### src/rtl/gba_dma_trigger_arb.sv
// Converts display-timing and sound-FIFO events into prioritised DMA start requests.
// Optional drop statistics are enabled with `define DMA_TRIGGER_STATS_EN.
module gba_dma_trigger_arb #(
    parameter int         VIDEO_CH      = 3,
    parameter logic [3:0] SOUND_CH_MASK = 4'b0110,
    parameter int         DROP_CNT_W    = 8
) (
    input  logic                    mclk,
    input  logic                    reset,
    input  logic [3:0]              ch_enable,
    input  logic [7:0]              ch_timing,
    input  logic [3:0]              ch_start_imm,
    input  logic                    hblank_trigger,
    input  logic                    vblank_trigger,
    input  logic                    videodma_start,
    input  logic                    videodma_stop,
    input  logic [1:0]              sound_fifo_req,
    input  logic                    req_ready,
    input  logic [3:0]              ch_done,
    output logic                    req_valid,
    output logic [1:0]              req_channel,
    output logic [3:0]              ch_active,
    output logic [3:0]              pending,
    output logic                    video_stop,
    output logic [4*DROP_CNT_W-1:0] drop_count
);

    typedef enum logic [1:0] {
        ST_IDLE   = 2'd0,
        ST_REQ    = 2'd1,
        ST_ACTIVE = 2'd2
    } state_t;

    state_t     state_r, state_n;
    logic       req_valid_r, req_valid_n;
    logic [1:0] req_channel_r, req_channel_n;
    logic [3:0] ch_active_r, ch_active_n;
    logic [3:0] pending_r, pending_n;
    logic       video_stop_r;
    logic [3:0] match_s;
    logic [3:0] drop_s;
    logic [1:0] sel_s;
    logic       grant_s;

    for (genvar c = 0; c < 4; c++) begin : g_match
        logic [1:0] mode_s;
        logic       sound_bit_s;
        logic       special_s;
        logic       hit_s;

        assign mode_s      = ch_timing[2*c +: 2];
        assign sound_bit_s = (c == 1) ? sound_fifo_req[0] :
                             (c == 2) ? sound_fifo_req[1] : 1'b0;
        // Mode 3 on ch0 is prohibited; a start coinciding with stop is discarded.
        assign special_s   = (c != 0) &&
                             (((c == VIDEO_CH) && videodma_start && !videodma_stop) ||
                              (SOUND_CH_MASK[c] && sound_bit_s));

        // Per-channel trigger decode by timing mode
        always_comb begin
            case (mode_s)
                2'd0:    hit_s = ch_start_imm[c];
                2'd1:    hit_s = vblank_trigger;
                2'd2:    hit_s = hblank_trigger;
                2'd3:    hit_s = special_s;
                default: hit_s = 1'b0;
            endcase
        end

        assign match_s[c] = ch_enable[c] && hit_s;
    end

    // Pending flag update: disable and video stop clear, set beats grant-clear
    always_comb begin
        pending_n = pending_r;
        drop_s    = 4'b0000;
        for (int c = 0; c < 4; c++) begin
            if (!ch_enable[c]) begin
                pending_n[c] = 1'b0;
            end else if (videodma_stop && (c == VIDEO_CH)) begin
                pending_n[c] = 1'b0;
            end else if (match_s[c]) begin
                pending_n[c] = 1'b1;
                drop_s[c]    = pending_r[c];
            end else if (grant_s && (req_channel_r == 2'(c))) begin
                pending_n[c] = 1'b0;
            end else begin
                pending_n[c] = pending_r[c];
            end
        end
    end

    // Fixed-priority select, ch0 highest
    always_comb begin
        casez (pending_r)
            4'b???1: sel_s = 2'd0;
            4'b??10: sel_s = 2'd1;
            4'b?100: sel_s = 2'd2;
            4'b1000: sel_s = 2'd3;
            default: sel_s = 2'd0;
        endcase
    end

    // Request/grant state machine next-state and output values
    always_comb begin
        state_n       = state_r;
        req_valid_n   = req_valid_r;
        req_channel_n = req_channel_r;
        ch_active_n   = ch_active_r;
        grant_s       = 1'b0;
        case (state_r)
            ST_IDLE: begin
                if (pending_r != 4'b0000) begin
                    state_n       = ST_REQ;
                    req_valid_n   = 1'b1;
                    req_channel_n = sel_s;
                end else begin
                    state_n = ST_IDLE;
                end
            end
            ST_REQ: begin
                if (!ch_enable[req_channel_r]) begin
                    state_n     = ST_IDLE;
                    req_valid_n = 1'b0;
                end else if (req_ready) begin
                    grant_s     = 1'b1;
                    state_n     = ST_ACTIVE;
                    req_valid_n = 1'b0;
                    ch_active_n = 4'b0001 << req_channel_r;
                end else begin
                    state_n = ST_REQ;
                end
            end
            ST_ACTIVE: begin
                if (ch_done[req_channel_r]) begin
                    state_n     = ST_IDLE;
                    ch_active_n = 4'b0000;
                end else begin
                    state_n = ST_ACTIVE;
                end
            end
            default: begin
                state_n       = ST_IDLE;
                req_valid_n   = 1'b0;
                req_channel_n = 2'd0;
                ch_active_n   = 4'b0000;
            end
        endcase
    end

    // State and registered outputs
    always_ff @(posedge mclk) begin
        if (reset) begin
            state_r       <= ST_IDLE;
            req_valid_r   <= 1'b0;
            req_channel_r <= 2'd0;
            ch_active_r   <= 4'b0000;
            pending_r     <= 4'b0000;
            video_stop_r  <= 1'b0;
        end else begin
            state_r       <= state_n;
            req_valid_r   <= req_valid_n;
            req_channel_r <= req_channel_n;
            ch_active_r   <= ch_active_n;
            pending_r     <= pending_n;
            video_stop_r  <= videodma_stop;
        end
    end

    assign req_valid   = req_valid_r;
    assign req_channel = req_channel_r;
    assign ch_active   = ch_active_r;
    assign pending     = pending_r;
    assign video_stop  = video_stop_r;

`ifdef DMA_TRIGGER_STATS_EN
    localparam logic [DROP_CNT_W-1:0] CNT_ONE = {{(DROP_CNT_W-1){1'b0}}, 1'b1};
    localparam logic [DROP_CNT_W-1:0] CNT_MAX = {DROP_CNT_W{1'b1}};

    logic [DROP_CNT_W-1:0] drop_cnt_r [4];

    // Saturating per-channel dropped-trigger counters
    always_ff @(posedge mclk) begin
        if (reset) begin
            for (int c = 0; c < 4; c++) drop_cnt_r[c] <= '0;
        end else begin
            for (int c = 0; c < 4; c++) begin
                if (drop_s[c] && (drop_cnt_r[c] != CNT_MAX)) begin
                    drop_cnt_r[c] <= drop_cnt_r[c] + CNT_ONE;
                end else begin
                    drop_cnt_r[c] <= drop_cnt_r[c];
                end
            end
        end
    end

    for (genvar c = 0; c < 4; c++) begin : g_cnt_out
        assign drop_count[c*DROP_CNT_W +: DROP_CNT_W] = drop_cnt_r[c];
    end
`else
    logic drop_unused_s;
    assign drop_unused_s = ^drop_s;
    assign drop_count    = '0;
`endif

endmodule

### config.mk
export PLATFORM = sky130hd
export DESIGN_NAME = gba_dma_trigger_arb
export DESIGN_NICKNAME = d
export VERILOG_FILES = /design/src/rtl/gba_dma_trigger_arb.sv
export SDC_FILE = /design/constraint.sdc
export NUM_CORES = 1
export LEC_CHECK = 0
export BUFFER_PORTS_ARGS = -buffer_cell sky130_fd_sc_hd__buf_2
export CORE_MARGIN = 3
export CORE_UTILIZATION = 44
export DETAILED_ROUTE_END_ITERATION = 16
export GPL_TIMING_DRIVEN = 0
export HOLD_SLACK_MARGIN = 0.1
export PLACE_DENSITY = 0.94
export SKIP_CTS_REPAIR_TIMING = 1
export SLEW_MARGIN = 20
export SYNTH_ARGS = -nofsm -noshare
export SYNTH_HDL_FRONTEND = slang
export SYNTH_SLANG_ARGS = --single-unit
### constraint.sdc
create_clock -name mclk -period 2.7 [get_ports mclk]
set_input_delay 0.27 -clock mclk [delete_from_list [all_inputs] [get_ports mclk]]
set_output_delay 0.27 -clock mclk [all_outputs]
set_load 0.03 [all_outputs]
# After elaboration in Yosys (flattened, before gate mapping)
# Cells that the tools add are included.
# classes
magnitude_cmp	1
eq_ne	25
shift	1
n_mux	35
n_bitwise	7
n_reduce_logical	29
# ops
cell	count
$eq A2 B2 Y1 const B	12
$mux W1	17
$pmux W1 S4	4
$eq A2 B1 Y1 const B	6
$logic_not A2 Y1	6
$mux W4	3
$pmux W2 S3	2
$pmux W4 S3	1
$logic_and A1 B1 Y1	9
$mux W2	4
$ne A2 B2 Y1 const B	4
$reduce_bool A2 Y1	4
$reduce_or A2 Y1	4
$not A1 Y1	7
$bmux W1 S2	2
$eq A4 B4 Y1 const B	1
$pmux W2 S2	1
$reduce_and A4 Y1	1
$reduce_bool A4 Y1	1
$shl A1 B2 Y4 const A	1
$eq A3 B3 Y1 const B	1
$lt A2 B3 Y1 const B	1
$ne A3 B3 Y1 const B	1
$pmux W1 S3	1
4 further kinds	4
# totals
ff_bits	14
inputBits	29

# Logic depth before layout (Yosys ltp)
# logic_depth
ltp_word	7
mapped_depth	6
depth_no_buf	6

# Least setup slack after synthesis
# OpenSTA, ideal clock, no wires.
# synth_timing
path_type	register to register
from	register req_channel_r[0] (netlist: req_channel[0])
to	register ch_active_r[0] (netlist: ch_active[0])
setup_time_ns	0.117
arrival_time_ns	1.564
required_ns	2.583
path_slack_ns	1.019
path_stages_with_launch	6
path_buffers	1
period_less_slack_ns	1.681
cell_sequence	dfxtp_1 -> buf_6 -> mux2_2 -> o221ai_2 -> nor3_1 -> a32o_1
# synth_between
elab_chain_cells	4
word_cells_on_any_way	11
classes_between	eq/ne: 2; shift: 1; mux: 7; reduce/logical: 1
# synth_rtl
element	line_no	source
from (decl)	36	logic [1:0] req_channel_r, req_channel_n;
from (signal assigned)	163	req_channel_r <= req_channel_n;
$bmux W1 S2 (tied with other cells)	135	if (ch_done[req_channel_r]) begin
$mux W1 (not written as such) (tied with other cells)	135	
$ne A2 B2 Y1 (no line) or $mux W4 (tied branches)	--	
$reduce_and A4 Y1 (no line) or $pmux W4 S3 (tied branches)	--	
to (signal assigned)	164	ch_active_r <= ch_active_n;
to (decl)	37	logic [3:0] ch_active_r, ch_active_n;
# Several ways; a longest one is shown, not always the timed one. The select of a mux whose other input is x is not followed.
# A chain may end at the register's enable or synchronous reset.

# Worst setup path in the final report
# layout_timing
from	register state_r[0]
to	register ch_active_r[0] (netlist: ch_active[0])
# layout_between
elab_chain_cells	3
word_cells_on_any_way	9
classes_between	eq/ne: 5; mux: 1; bitwise: 1; reduce/logical: 2
# layout_rtl
element	line_no	source
from (decl)	34	state_t state_r, state_n;
from (signal assigned)	161	state_r <= state_n;
$eq A2 B2 Y1 (tied with other cells)	111	case (state_r)
$ne A2 B2 Y1 (no line) or $not A1 Y1 (tied branches)	--	
$reduce_and A4 Y1 (no line)	--	
# Several ways; a longest one is shown, not always the timed one.

==> metrics.yaml <==
outcome: "finished clean"
cap_violations: 0
worstPathRequired_ns: 2.93
synthFlopType: "dfxtp_1"
fmax_ghz: 0.610
leakage_nw: 0.793
register_area_sq_um: 280
yosysTopAreaCellShare_pct: 26.0
initial_utilization_pct: 47.4
postLayoutSetupSlackWorst_ns: 1.06
grt_max_degree: 11
clk_pin_slew_ns: 0.09
grt_overflow_total: 0
ys_types: 35
grt_setup_unrepaired: "no"
cts.sinks: 14
setup_viol_count_final: 0
cts_buffers: 3
seqPwrFrac_pct: 36.1
synth-seq-cells: 14
path_cells: "inv_1 -> ha_1 -> nand2b_1 -> o221ai_2 -> nor3_1 -> a32o_1"
synth-seq-area-share_pct: 26.0
die_w_um: 55.5
place_hpwl_mm: 2.08
placed_cells: 217
end_kind: "flip-flop"
grt_pass1_wl_mm: 3.90
gp_congestion: 0.796
placementRows: 17
post-route-min-period_ns: 1.64
timing.critical_path.buf_inv: 1
worst_pin_slew_ns: 0.537
synth_edf_count: 0
nNetsFinal: 227
grt_use_total_pct: 16.0
clk_latency_ns: 0.28
drtIter0Drc: 19
critPathSlowestCell: "nor3_1"
antenna_found_initial: 0
grt_pass1_vias: 924
finalHoldViolations: 0
min_period_over_period_pct: 60.7
cp_max_fo: 4
instances_no_fill: 221
p_int_uw: 399
root_buffer: "clkbuf_4"
vias: 978
multi_input_area_sq_um: 637
ctsHtreeMaxLevel: 1
vias_per_cell: 4.43
p_sw_share_pct: 36.0
post_drt_wl_per_cell_um: 11.1
yosys.area.top_type: "dfxtp_1"
ioPinCount: 73
layout-drive-gt1-share_pct: 46.1
synth-xor-area-share_pct: 0
drv_slew: 0
startpoint_type: "flip-flop"
syn_area_per_cell_sq_um: 9.15
cts_tree: "yes"
postSynthCellCount: 118
die_h_um: 55.5
p_switching_uw: 225
hp-class: "input pin to flip-flop"
synth.area.mux_share_pct: 12.3
cpPeakStageDelay_ns: 0.40
port_buffers: 40
yosysWarnings: 0
drt_wl_total_mm: 2.45
synth_compound_area_share_pct: 15.1
combPwrFrac_pct: 39.6
area_growth_pct: 35.9
clockBufferDepth: 2
drtAntennaViolNets: 0
criticalPathCategory: "flip-flop to flip-flop"
synthSimpleGateAreaFrac_pct: 15.9
dr.pass1.iters: 4
synthTopCellsByArea: "dfxtp_1, buf_4, mux4_2, ha_1, nand2b_1"
nFillCells: 217
path_delay_family: "simple AND/OR/NAND/NOR gates"
num_antenna_cells: 0
core_sq_um: 2280
power_uw: 624
skew_ns: 0.00393
cp.arrival_ns: 1.87
clockPowerShare_pct: 24.3
synth_top_family_by_area: "buffers and inverters"
tns_ns: 0
async_flop_share_pct: 0
ir_drop_v: 0.000312
power.density_nw_per_um2: 425
synth_area_sq_um: 1080
dieArea_sq_um: 3080
synthAdderAreaFrac_pct: 4.63
dpl_worst_slack_ns: 1.08
slew_headroom_pct: 63.8
drc_errors: 0
==> path summary, 6_finish.rpt <==
| check | startpoint | end | slack, ns | cells past startpoint |
|---|---|---|---|---|
| worst max-delay path | state_r[0]$_SDFF_PP0_ | ch_active[0]$_SDFFE_PP0P_ | 1.06 | 6 |
| worst min-delay path | videodma_stop | pending[3]$_SDFFE_PP0P_ | 0.16 | 2 |
| worst max register to register | state_r[0]$_SDFF_PP0_ | ch_active[0]$_SDFFE_PP0P_ | 1.06 | 6 |
| worst min register to register | ch_active[0]$_SDFFE_PP0P_ | ch_active[0]$_SDFFE_PP0P_ | 0.48 | 1 |
==> synthesized netlist by cell type, drive strengths merged (2+ instances only) <==
cell and count:
mux2 2, nor3 2, dfxtp 14, a32o 3, o22ai 2, nand2b 5, nor2 8, clkbuf 2
ha 4, nand2 3, nor2b 2, inv 5, o221ai 2, buf 33, and3 2, a211oi 2
mux2i 2, mux4 4, a21oi 7, nor3b 2, nand3 3
==> registers in the layout, summed over array words and instances (netlist names) <==
| name | count |
|---|---|
| ch_active | 4 |
| pending | 4 |
| req_channel | 2 |
| req_valid | 1 |
| state_r | 2 |
| video_stop | 1 |
==> cell type report <==
class | instances | area share, %
inverter | 5 | 1.28
sequential | 14 | 19.1
timing repair buffer | 40 | 13.6
tap | 28 | 2.39
buffer | 35 | 17.7
clock buffer | 4 | 2.47
multi-input combinational | 95 | 43.4
==> power groups by stage <==
| stage | Clock [mW] | Combinational [mW] | Sequential (mW) |
|---|---|---|---|
| 6_report | 0.152 | 0.247 | 0.226 |
| 5_1_grt | 0.172 | 0.266 | 0.227 |
| 4_1_cts | 0.160 | 0.245 | 0.225 |
| 3_5_place_dp | 0 | 0.244 | 0.230 |
| 3_3_place_gp | 0 | 0.239 | 0.230 |
| 2_1_floorplan | 0 | 0.177 | 0.246 |
==> metrics by stage <==
stage | util [%] | hold slack [ns] | cell area [sq um]
floorplan | - | 0.347 | 1200
global placement | 62.9 | 0.447 | 1430
finish | 64.5 | 0.158 | 1470
global route | 64.5 | 0.135 | 1470
CTS | 64.5 | 0.145 | 1470
detailed placement | 62.9 | 0.454 | 1430
==> logic make-up after synthesis <==
family | after synthesis
multiplexers | 8
flip-flops | 14
adder cells (fa/ha/maj) | 4
AND/OR/NAND/NOR | 31
buffers and inverters | 40
AO/OA/AOI/OAI | 20
other | 1
==> routing by layer <==
layer	part of all wire [%]	global-route usage, %	vias to the layer above	routed length (um)
met5	0	0	-	0
met4	0.49	3.47	0	12
met3	7.7	6.54	5	188
met2	52	29.7	46	1280
met1	39	16.5	427	964
li1	-	-	500	-
==> layout by cell type (no fill, tap or decap), types with 2 or more instances in the layout <==
cell type and n:
nor3_1 2, inv_1 5, nand2b_1 5, dfxtp_1 14, nand3_1 3, ha_1 4
a21oi_1 6, a32o_1 3, mux2i_1 2, mux4_2 4, nor2_1 8, buf_4 32
nor2b_1 2, mux2_2 2, nor3b_1 2, and3_1 2, nand2_1 3, o22ai_1 2
clkbuf_4 3, conb_1 32, buf_2 40
No activity file was read; power rests on OpenSTA's default activity.
